==> config.mk <==
export PLATFORM = sky130hd
export DESIGN_NAME = port_buffer_ctrl
export DESIGN_NICKNAME = d
export VERILOG_FILES = /design/src/rtl/port_pkg.sv /design/src/rtl/port_fifo.sv /design/src/rtl/port_buffer_ctrl.sv
export SDC_FILE = /design/constraint.sdc
export NUM_CORES = 1
export LEC_CHECK = 0
export BUFFER_PORTS_ARGS = -buffer_cell sky130_fd_sc_hd__buf_4
export CAP_MARGIN = 0
export CORE_MARGIN = 3
export CORE_UTILIZATION = 55
export CTS_BUF_LIST = sky130_fd_sc_hd__clkbuf_4
export DETAILED_ROUTE_END_ITERATION = 7
export PLACE_DENSITY = 0.77
export SKIP_CTS_REPAIR_TIMING = 1
export SKIP_LAST_GASP = 1
export SYNTH_ARGS = -nofsm -noshare
export SYNTH_HDL_FRONTEND = slang
export SYNTH_SLANG_ARGS = --single-unit
==> constraint.sdc <==
create_clock -name clk -period 3.1 [get_ports clk]
set_clock_uncertainty 0.2 [all_clocks]
set_input_delay 0.155 -clock clk [delete_from_list [all_inputs] [get_ports clk]]
set_output_delay 0.155 -clock clk [all_outputs]
set_load 0.05 [all_outputs]
==> src/rtl/port_pkg.sv <==
// Shared types, constants and helpers for the MCU IO-port byte path.
// Used by port_fifo and port_buffer_ctrl.
package port_pkg;

  localparam logic [7:0] PORT_TYPE_SERIAL = 8'd0;
  localparam logic [7:0] AVAIL_MAX        = 8'd255;

  // Clamp a fill/free level to the 8-bit available field.
  function automatic logic [7:0] sat8(input logic [31:0] v);
    logic [7:0] r;
    r = AVAIL_MAX;
    if (v <= 32'(AVAIL_MAX))
      r = v[7:0];
    return r;
  endfunction

  // Status word: baud little-endian first, then frame byte.
  function automatic logic [31:0] pack_status(
    input logic [23:0] baud,
    input logic [7:0]  frame
  );
    return {baud[7:0], baud[15:8], baud[23:16], frame};
  endfunction

endpackage

==> src/rtl/port_fifo.sv <==
// Synchronous show-ahead byte FIFO with push/pop/flush, count and a drop pulse.
// Ports: clk, reset, flush, push, wdata, pop, rdata, count, full, empty, drop.
module port_fifo
  import port_pkg::*;
#(
  parameter int AW = 4
) (
  input  logic        clk,
  input  logic        reset,
  input  logic        flush,
  input  logic        push,
  input  logic [7:0]  wdata,
  input  logic        pop,
  output logic [7:0]  rdata,
  output logic [AW:0] count,
  output logic        full,
  output logic        empty,
  output logic        drop
);

  localparam int DEPTH = 1 << AW;
  localparam logic [AW:0] DEPTH_C = {1'b1, {AW{1'b0}}};

  logic [7:0]    mem_q [DEPTH];
  logic [AW-1:0] wptr_q, wptr_d;
  logic [AW-1:0] rptr_q, rptr_d;
  logic [AW:0]   cnt_q, cnt_d;
  logic          do_push, do_pop;

  assign empty = (cnt_q == '0);
  assign full  = (cnt_q == DEPTH_C);
  assign count = cnt_q;
  assign rdata = empty ? 8'h00 : mem_q[rptr_q];

  // Pop is judged first so a full FIFO can accept a same-cycle push;
  // on an empty FIFO the pop is simply ignored.
  assign do_pop  = pop && !empty && !flush;
  assign do_push = push && !flush && (!full || do_pop);
  assign drop    = push && !flush && !do_push;

  always_comb begin
    wptr_d = wptr_q;
    rptr_d = rptr_q;
    cnt_d  = cnt_q;
    if (flush) begin
      wptr_d = '0;
      rptr_d = '0;
      cnt_d  = '0;
    end else begin
      if (do_push)
        wptr_d = wptr_q + AW'(1);
      if (do_pop)
        rptr_d = rptr_q + AW'(1);
      unique case ({do_push, do_pop})
        2'b10:   cnt_d = cnt_q + (AW+1)'(1);
        2'b01:   cnt_d = cnt_q - (AW+1)'(1);
        default: cnt_d = cnt_q;
      endcase
    end
  end

  always_ff @(posedge clk) begin
    if (reset) begin
      wptr_q <= '0;
      rptr_q <= '0;
      cnt_q  <= '0;
    end else begin
      wptr_q <= wptr_d;
      rptr_q <= rptr_d;
      cnt_q  <= cnt_d;
    end
  end

  // Storage needs no reset: empty gates the head to zero.
  always_ff @(posedge clk) begin
    if (do_push && !reset)
      mem_q[wptr_q] <= wdata;
  end

endmodule

==> src/rtl/port_buffer_ctrl.sv <==
// Port byte-path buffer between the system control block and the core UART.
// Ports: port_* (MCU side), rx_*/tx_* (core side), cfg_* status, overrun flags.
module port_buffer_ctrl
  import port_pkg::*;
#(
  parameter int OUT_AW = 4,
  parameter int IN_AW  = 4
) (
  input  logic        clk,
  input  logic        reset,
  input  logic        flush,
  output logic [7:0]  port_out_available,
  input  logic        port_out_strobe,
  output logic [7:0]  port_out_data,
  output logic [7:0]  port_in_available,
  input  logic        port_in_strobe,
  input  logic [7:0]  port_in_data,
  output logic [31:0] port_status,
  input  logic [23:0] cfg_baud,
  input  logic [7:0]  cfg_frame,
  input  logic        rx_strobe,
  input  logic [7:0]  rx_data,
  output logic        tx_valid,
  output logic [7:0]  tx_data,
  input  logic        tx_ready,
  output logic        out_overrun,
  output logic        in_overrun
);

  localparam logic [IN_AW:0] IN_DEPTH = {1'b1, {IN_AW{1'b0}}};

  logic [OUT_AW:0] out_cnt;
  logic            out_full, out_empty, out_drop;
  logic [IN_AW:0]  in_cnt;
  logic            in_full, in_empty, in_drop;
  logic [IN_AW:0]  in_free;
  logic            out_ovr_q, out_ovr_d;
  logic            in_ovr_q, in_ovr_d;

  port_fifo #(.AW(OUT_AW)) u_out_fifo (
    .clk   (clk),
    .reset (reset),
    .flush (flush),
    .push  (rx_strobe),
    .wdata (rx_data),
    .pop   (port_out_strobe),
    .rdata (port_out_data),
    .count (out_cnt),
    .full  (out_full),
    .empty (out_empty),
    .drop  (out_drop)
  );

  port_fifo #(.AW(IN_AW)) u_in_fifo (
    .clk   (clk),
    .reset (reset),
    .flush (flush),
    .push  (port_in_strobe),
    .wdata (port_in_data),
    .pop   (tx_ready),
    .rdata (tx_data),
    .count (in_cnt),
    .full  (in_full),
    .empty (in_empty),
    .drop  (in_drop)
  );

  assign tx_valid = !in_empty;
  assign in_free  = IN_DEPTH - in_cnt;

  assign port_out_available = sat8(32'(out_cnt));
  assign port_in_available  = sat8(32'(in_free));
  assign port_status        = pack_status(cfg_baud, cfg_frame);

  always_comb begin
    out_ovr_d = out_ovr_q;
    in_ovr_d  = in_ovr_q;
    if (flush) begin
      out_ovr_d = 1'b0;
      in_ovr_d  = 1'b0;
    end else begin
      if (out_drop)
        out_ovr_d = 1'b1;
      if (in_drop)
        in_ovr_d = 1'b1;
    end
  end

  always_ff @(posedge clk) begin
    if (reset) begin
      out_ovr_q <= 1'b0;
      in_ovr_q  <= 1'b0;
    end else begin
      out_ovr_q <= out_ovr_d;
      in_ovr_q  <= in_ovr_d;
    end
  end

  assign out_overrun = out_ovr_q;
  assign in_overrun  = in_ovr_q;

  logic unused;
  assign unused = ^{out_full, out_empty, in_full};

endmodule

==> results of run 1 <==
==> worst min path at each step <==
stage                    start  depth (start not counted)                           endpoint  slack (ns)
2_1_floorplan  port_in_data[0]                          0    u_in_fifo.mem_q[0][0]$_DFFE_PP_        0.05
3_3_place_gp       cfg_baud[2]                          0                    port_status[26]        0.11
3_5_place_dp       cfg_baud[2]                          0                    port_status[26]        0.11
4_1_cts             rx_data[0]                          1  u_out_fifo.mem_q[15][0]$_DFFE_PP_       -0.48
5_1_grt        port_in_data[6]                          2   u_in_fifo.mem_q[15][6]$_DFFE_PP_        0.11
6_report           cfg_baud[9]                          0                    port_status[17]        0.11
==> cell families after synthesis <==
group | after synthesis
AOI/OAI and AO/OA | 51
xor gates and xnor gates | 21
adders and majority gates | 20
buffers and inverters | 85
DFF | 292
muxes | 100
other | 1
and+or+nand+nor | 113
==> critical path, stage by stage, from the launching register on <==
cell	delay, ns
dfxtp_4	0.39
or4_4	0.54
o31a_4	0.33
inv_2	0.09
ha_4	0.14
xor2_2	0.16
ha_2	0.22
o21ai_0	0.09
o22ai_1	0.21
a211oi_2	0.10
or3_1	0.32
a21oi_1	0.17
==> state kept, by name, indices dropped and copies added (netlist names), named ones only <==
name	count
u_in_fifo.rptr_q	4
u_in_fifo.mem_q	128
u_out_fifo.wptr_q	4
u_out_fifo.mem_q	128
u_in_fifo.count	5
u_in_fifo.wptr_q	4
u_out_fifo.rptr_q	4
in_overrun	1
out_overrun	1
u_out_fifo.count	5
==> routing by layer <==
metal | track usage, % | vias to the layer above | part of all wire [%]
li1 | - | 2903 | -
met1 | 26.5 | 3294 | 42
met2 | 30.4 | 250 | 50
met3 | 4.90 | 64 | 6.2
met4 | 8.58 | 0 | 2.5
met5 | 0 | - | 0
==> power by group through the flow <==
stage | clock, mW | sequential [mW] | combinational (mW)
after floorplan | 0 | 4.37 | 0.264
after global routing | 3.37 | 4.28 | 0.315
after global placement | 0 | 4.37 | 0.256
after detailed placement | 0 | 4.37 | 0.268
final | 3.10 | 4.28 | 0.294
after CTS | 3.18 | 4.28 | 0.268
==> final cells by class <==
type	count	area [um^2]	share of cell area (%)
Inverter	14	52.6	0.379
Antenna cell	1	2.50	0.0181
Clock inverter	27	151	1.09
Clock buffer	101	758	5.47
Multi-Input combinational cell	311	3200	23.1
Timing Repair Buffer	112	916	6.61
Sequential cell	292	8420	60.8
Tap cell	275	344	2.48
==> cell usage in the layout (no fill, tap or decap), types with 2 or more instances in the layout <==
master / synthesis / final
xnor2_1: 6 / 6
o21ai_0: 9 / 9
inv_2: 0 / 2
nand4_1: 4 / 4
clkinv_2: 0 / 5
a211oi_2: 0 / 2
nand2_1: 16 / 15
a21o_1: 2 / 2
clkbuf_4: 0 / 101
ha_4: 0 / 2
a31oi_1: 2 / 2
dfxtp_4: 0 / 3
dlygate4sd3_1: 0 / 25
or2_2: 2 / 2
nor2_1: 59 / 58
clkinv_1: 0 / 16
clkinvlp_4: 0 / 2
ha_2: 0 / 2
xor2_1: 15 / 14
edfxtp_1: 256 / 256
conb_1: 1 / 6
nor3_1: 5 / 5
or3_1: 5 / 5
buf_4: 40 / 86
mux4_2: 64 / 64
nand3b_1: 2 / 2
mux2i_1: 36 / 36
dfxtp_1: 36 / 31
a21oi_1: 10 / 9
inv_1: 14 / 13
dfxtp_2: 0 / 2
ha_1: 20 / 16
o22ai_1: 18 / 17
nand2b_1: 5 / 4
nand3_1: 3 / 3
nor2b_1: 5 / 5
==> stage by stage <==
step | area, um^2 | util (%) | power (mW) | hold WS, ns
after global routing | 13900 | 65.3 | 7.97 | 0.107
final | 13900 | 65.3 | 7.68 | 0.110
after detailed placement | 12600 | 59.5 | 4.64 | 0.110
after floorplan | 12100 | - | 4.64 | 0.0539
after global placement | 12600 | 59.5 | 4.63 | 0.110
after CTS | 13500 | 63.8 | 7.74 | -0.485
==> flow_metrics.env, run 1 <==
export IMPL_htree_levels=3
export IMPL_hold_violations=0
export IMPL_drt_iter0_drc=460
export IMPL_finalCritPeriodShare_pct=96.9
export IMPL_crit_end="u_out_fifo.count[4]$_SDFFE_PP0P_"
export IMPL_status="completed"
export IMPL_synthArstFlopShare_pct=0
export IMPL_setup_tns_ns=0
export IMPL_peakVddDrop_mv=0.281
export IMPL_worstSetupStartpointType="register"
export IMPL_synth_area_top_cells="edfxtp_1, mux4_2, dfxtp_1"
export IMPL_r2r_slack_ns=0.1
export IMPL_drcViolationCount=0
export IMPL_synth_edf_count=256
export IMPL_avgViaCountPerCell=5.75
export IMPL_crit_arrival_ns=3.41
export IMPL_final_max_slew_viol_count=0
export IMPL_p_leak_nw=4.62
export IMPL_synthFlopType="edfxtp_1"
export IMPL_setup_viol=0
export IMPL_fin_ws_ns=0.0967
export IMPL_critPathLaunch="u_out_fifo.count[1]$_SDFFE_PP0P_"
export IMPL_setup_worst_path_class="register to register"
export IMPL_r2r_end="u_out_fifo.count[4]$_SDFFE_PP0P_"
export IMPL_drv_cap=0
export IMPL_switching_share_pct=22.0
export IMPL_synth_top_cells_by_count="edfxtp_1, mux4_2, nor2_1"
export IMPL_antenna_found_initial=1
export IMPL_dp_slack_ns=0.0869
export IMPL_yosysUniqueCellTypes=45
export IMPL_syn_area_per_cell_um2=17.6
export IMPL_fillCellCount=1409
export IMPL_cts_tree="done"
export IMPL_clockPowerShare_pct=40.4
export IMPL_yosys_area_top_type="edfxtp_1"
export IMPL_gp_congestion=0.824
export IMPL_start_util_pct=56.5
export IMPL_muxShareOfSynthArea_pct=15.0
export IMPL_combPwrFrac_pct=3.8
export IMPL_vias=6511
export IMPL_die_y_um=154
export IMPL_relSlewSlack_pct=37.8
export IMPL_ys_ff_latch=292
export IMPL_r2r_start="u_out_fifo.count[1]$_SDFFE_PP0P_"
export IMPL_seq_area_frac_synth_pct=70.1
export IMPL_totalWireLength_um=23000
export IMPL_detail_route_wl_per_cell_um=20.3
export IMPL_synth_xor_area_share_pct=1.53
export IMPL_area_delta_synth_final_pct=15.5
export IMPL_netlist_area_um2=12000
export IMPL_synth_compound_area_share_pct=2.71
export IMPL_clock_path_buffers=3
export IMPL_grt_pass1_wl_um=36300
export IMPL_path_max_fanout=10
export IMPL_dr_pass1_iters=5
export IMPL_grtUsageTotal_pct=19.5
export IMPL_fp_row_count=53
export IMPL_dieArea_um2=23600
export IMPL_drtAntennaViolNets=0
export IMPL_synthSimpleGateAreaFrac_pct=4.43
export IMPL_seqPwrFrac_pct=55.8
export IMPL_insertion_delay_ns=0.68
export IMPL_worst_r2r_cell_count=11
export IMPL_hp_class="input port to output pin"
export IMPL_power_density_nw_per_um2=554
export IMPL_drive_gt1_share_pct=33.7
export IMPL_synth_top_family_by_area="multiplexers"
export IMPL_netlist_area_leader_share_pct=64.1
export IMPL_placed_cells=979
export IMPL_critPathRequiredTime_ns=3.50
export IMPL_dpl_hpwl_um=15000
export IMPL_cts_root_buf="clkbuf_4"
export IMPL_grt_max_degree=33
export IMPL_synth_adder_area_share_pct=2.09
export IMPL_ys_warn_count=0
export IMPL_core_um2=21200
export IMPL_finalCriticalPeriod_ns=3.00
export IMPL_first_global_vias=6780
export IMPL_numPortBuffers=51
export IMPL_cp_end_kind="register"
export IMPL_path_clk_slew_ns=0.07
export IMPL_cts_sinks=292
export IMPL_die_w_um=154
export IMPL_p_int_mw=5.99
export IMPL_synthMostInstantiatedCell="edfxtp_1"
export IMPL_final_cells=1133
export IMPL_final_nets=878
export IMPL_tightest_slew_ns=0.929
export IMPL_grt_ovfl_total=0
export IMPL_fmax_ghz=0.333
export IMPL_synth_cells=683
export IMPL_power_switching_mw=1.69
export IMPL_ios=122
export IMPL_cts_made_buffers=72
Power figures use the tool's default switching activity.
==> inputs of run 2 (changes only) <==
--- a/config.mk
+++ b/config.mk
@@ -5,7 +5,7 @@
 export SDC_FILE = /design/constraint.sdc
 export NUM_CORES = 1
 export LEC_CHECK = 0
-export BUFFER_PORTS_ARGS = -buffer_cell sky130_fd_sc_hd__buf_4
+export BUFFER_PORTS_ARGS = -buffer_cell sky130_fd_sc_hd__buf_2
 export CAP_MARGIN = 0
 export CORE_MARGIN = 3
 export CORE_UTILIZATION = 55
==> run 2 against run 1 <==
  * Via count decreased by 0.41%
  * Final area decreased by 0.95%
  * Sequential share of layout area increased by 0.58 points
  * Total power increased by 0.17%
  * First-iteration DRC count decreased by 12%
  * Routed wire length decreased by 3.1%
  * Sequential power about the same
  * Worst hold slack about the same
  * Critical path type is now register to output pin
  * Largest power group unchanged
==> flow_metrics.env, run 2 (synthesized netlist as in run 1, its figures left out) <==
export IMPL_path_max_fanout=8
export IMPL_setup_viol=0
export IMPL_drv_cap=0
export IMPL_cts_made_buffers=73
export IMPL_rsz0062_at_grt="yes"
export IMPL_worstSetupStartpointType="register"
export IMPL_area_delta_synth_final_pct=14.4
export IMPL_numPortBuffers=51
export IMPL_first_global_vias=6687
export IMPL_grtUsageTotal_pct=18.9
export IMPL_die_y_um=154
export IMPL_hp_class="input port to output pin"
export IMPL_final_cells=1125
export IMPL_clock_path_buffers=3
export IMPL_tightest_slew_ns=0.952
export IMPL_reg_top3="u_in_fifo.mem_q x128, u_out_fifo.mem_q x128"
export IMPL_crit_arrival_ns=2.61
export IMPL_finalCriticalPeriod_ns=2.97
export IMPL_totalWireLength_um=22300
export IMPL_avgViaCountPerCell=5.76
export IMPL_dieArea_um2=23600
export IMPL_critPathRequiredTime_ns=2.74
export IMPL_setup_worst_path_class="register to output pin"
export IMPL_fin_ws_ns=0.134
export IMPL_htree_levels=3
export IMPL_grt_max_degree=33
export IMPL_gp_congestion=0.866
export IMPL_path_clk_slew_ns=0.07
export IMPL_hold_violations=0
export IMPL_grt_ovfl_total=0
export IMPL_dpl_hpwl_um=14600
export IMPL_dr_pass1_iters=5
export IMPL_cp_end_kind="output pin"
export IMPL_dp_slack_ns=0.113
export IMPL_relSlewSlack_pct=36.3
export IMPL_most_common_layout_cells="edfxtp_1, clkbuf_4, mux4_2, nor2_1, buf_2"
export IMPL_finalCritPeriodShare_pct=95.7
export IMPL_fillCellCount=1445
export IMPL_drive_gt1_share_pct=34.2
export IMPL_die_w_um=154
export IMPL_detail_route_wl_per_cell_um=19.8
export IMPL_ios=122
export IMPL_insertion_delay_ns=0.66
export IMPL_drtAntennaViolNets=0
export IMPL_antenna_found_initial=1
export IMPL_cts_sinks=292
export IMPL_cts_root_buf="clkbuf_4"
export IMPL_power_density_nw_per_um2=561
export IMPL_placed_cells=978
export IMPL_vias=6484
export IMPL_core_um2=21200
export IMPL_start_util_pct=56.5
export IMPL_cts_tree="done"
export IMPL_fp_row_count=53
export IMPL_status="completed"
export IMPL_grt_pass1_wl_um=35100
export IMPL_drt_iter0_drc=406
export IMPL_drcViolationCount=0
export IMPL_final_nets=880
export IMPL_final_max_slew_viol_count=0
export IMPL_peakVddDrop_mv=0.314
export IMPL_layout_commonest_cell="edfxtp_1"
export IMPL_fmax_ghz=0.337
export IMPL_p_leak_nw=4.60
==> run 2: power by group <==
part | switching, mW | internal (mW) | leakage [nW]
combinational | 0.184 | 0.0923 | 1.47
sequential | 0.00746 | 4.28 | 2.60
clock | 1.45 | 1.68 | 0.527
==> run 2: path summary, 6_finish.rpt <==
kind                                          from                          endpoint  cells past startpoint  slack, ns
hold / removal                         cfg_baud[9]                   port_status[17]                      0       0.11
setup reg to reg  u_out_fifo.count[1]$_SDFFE_PP0P_  u_out_fifo.count[2]$_SDFFE_PP0P_                     11       0.15
hold reg to reg   u_in_fifo.rptr_q[3]$_SDFFE_PP0P_                          register                      2       0.35
setup / recovery   u_in_fifo.count[0]$_SDFFE_PP0P_                        tx_data[4]                      7       0.13
==> run 2: final cells by class <==
| class | count | area (um^2) | area share, % |
|---|---|---|---|
| flip-flops and latches | 292 | 8420 | 61.4 |
| multi-input cells | 311 | 3170 | 23.1 |
| clock inverters | 10 | 85.1 | 0.620 |
| well taps | 275 | 344 | 2.51 |
| diodes | 1 | 2.50 | 0.0182 |
| clock buffers | 109 | 818 | 5.96 |
| repair buffers | 113 | 821 | 5.98 |
| inverters | 14 | 52.6 | 0.383 |
==> run 2: stage by stage <==
step                      power [mW]  TNS (ns)  utilization [%]  hold WS, ns  area (um^2)
after global routing            8.00   -0.0361             64.7        0.110        13700
after floorplan                 4.64   -0.0102                -       0.0539        12100
after CTS                       7.76   -0.0574             63.2       -0.388        13400
final                           7.69         0             64.7        0.110        13700
after global placement          4.61         0             58.9        0.110        12500
after detailed placement        4.62         0             58.9        0.110        12500
==> run 2: metal layers <==
metal | GRT usage [%] | vias up | share of wire, % | wire length, um
met2 | 29.3 | 259 | 49 | 10900
li1 | - | 2898 | - | -
met3 | 5.24 | 62 | 7.4 | 1640
met1 | 25.8 | 3265 | 42 | 9360
met4 | 7.53 | 0 | 2.1 | 473
met5 | 0 | - | 0 | 0
==> run 2: worst max-delay path, stage by stage (launching register included) <==
cell,delay (ns)
dfxtp_1,0.33
inv_1,0.05
ha_1,0.20
nor3b_1,0.16
ha_1,0.23
or2_2,0.42
o22ai_1,0.31
buf_4,0.26
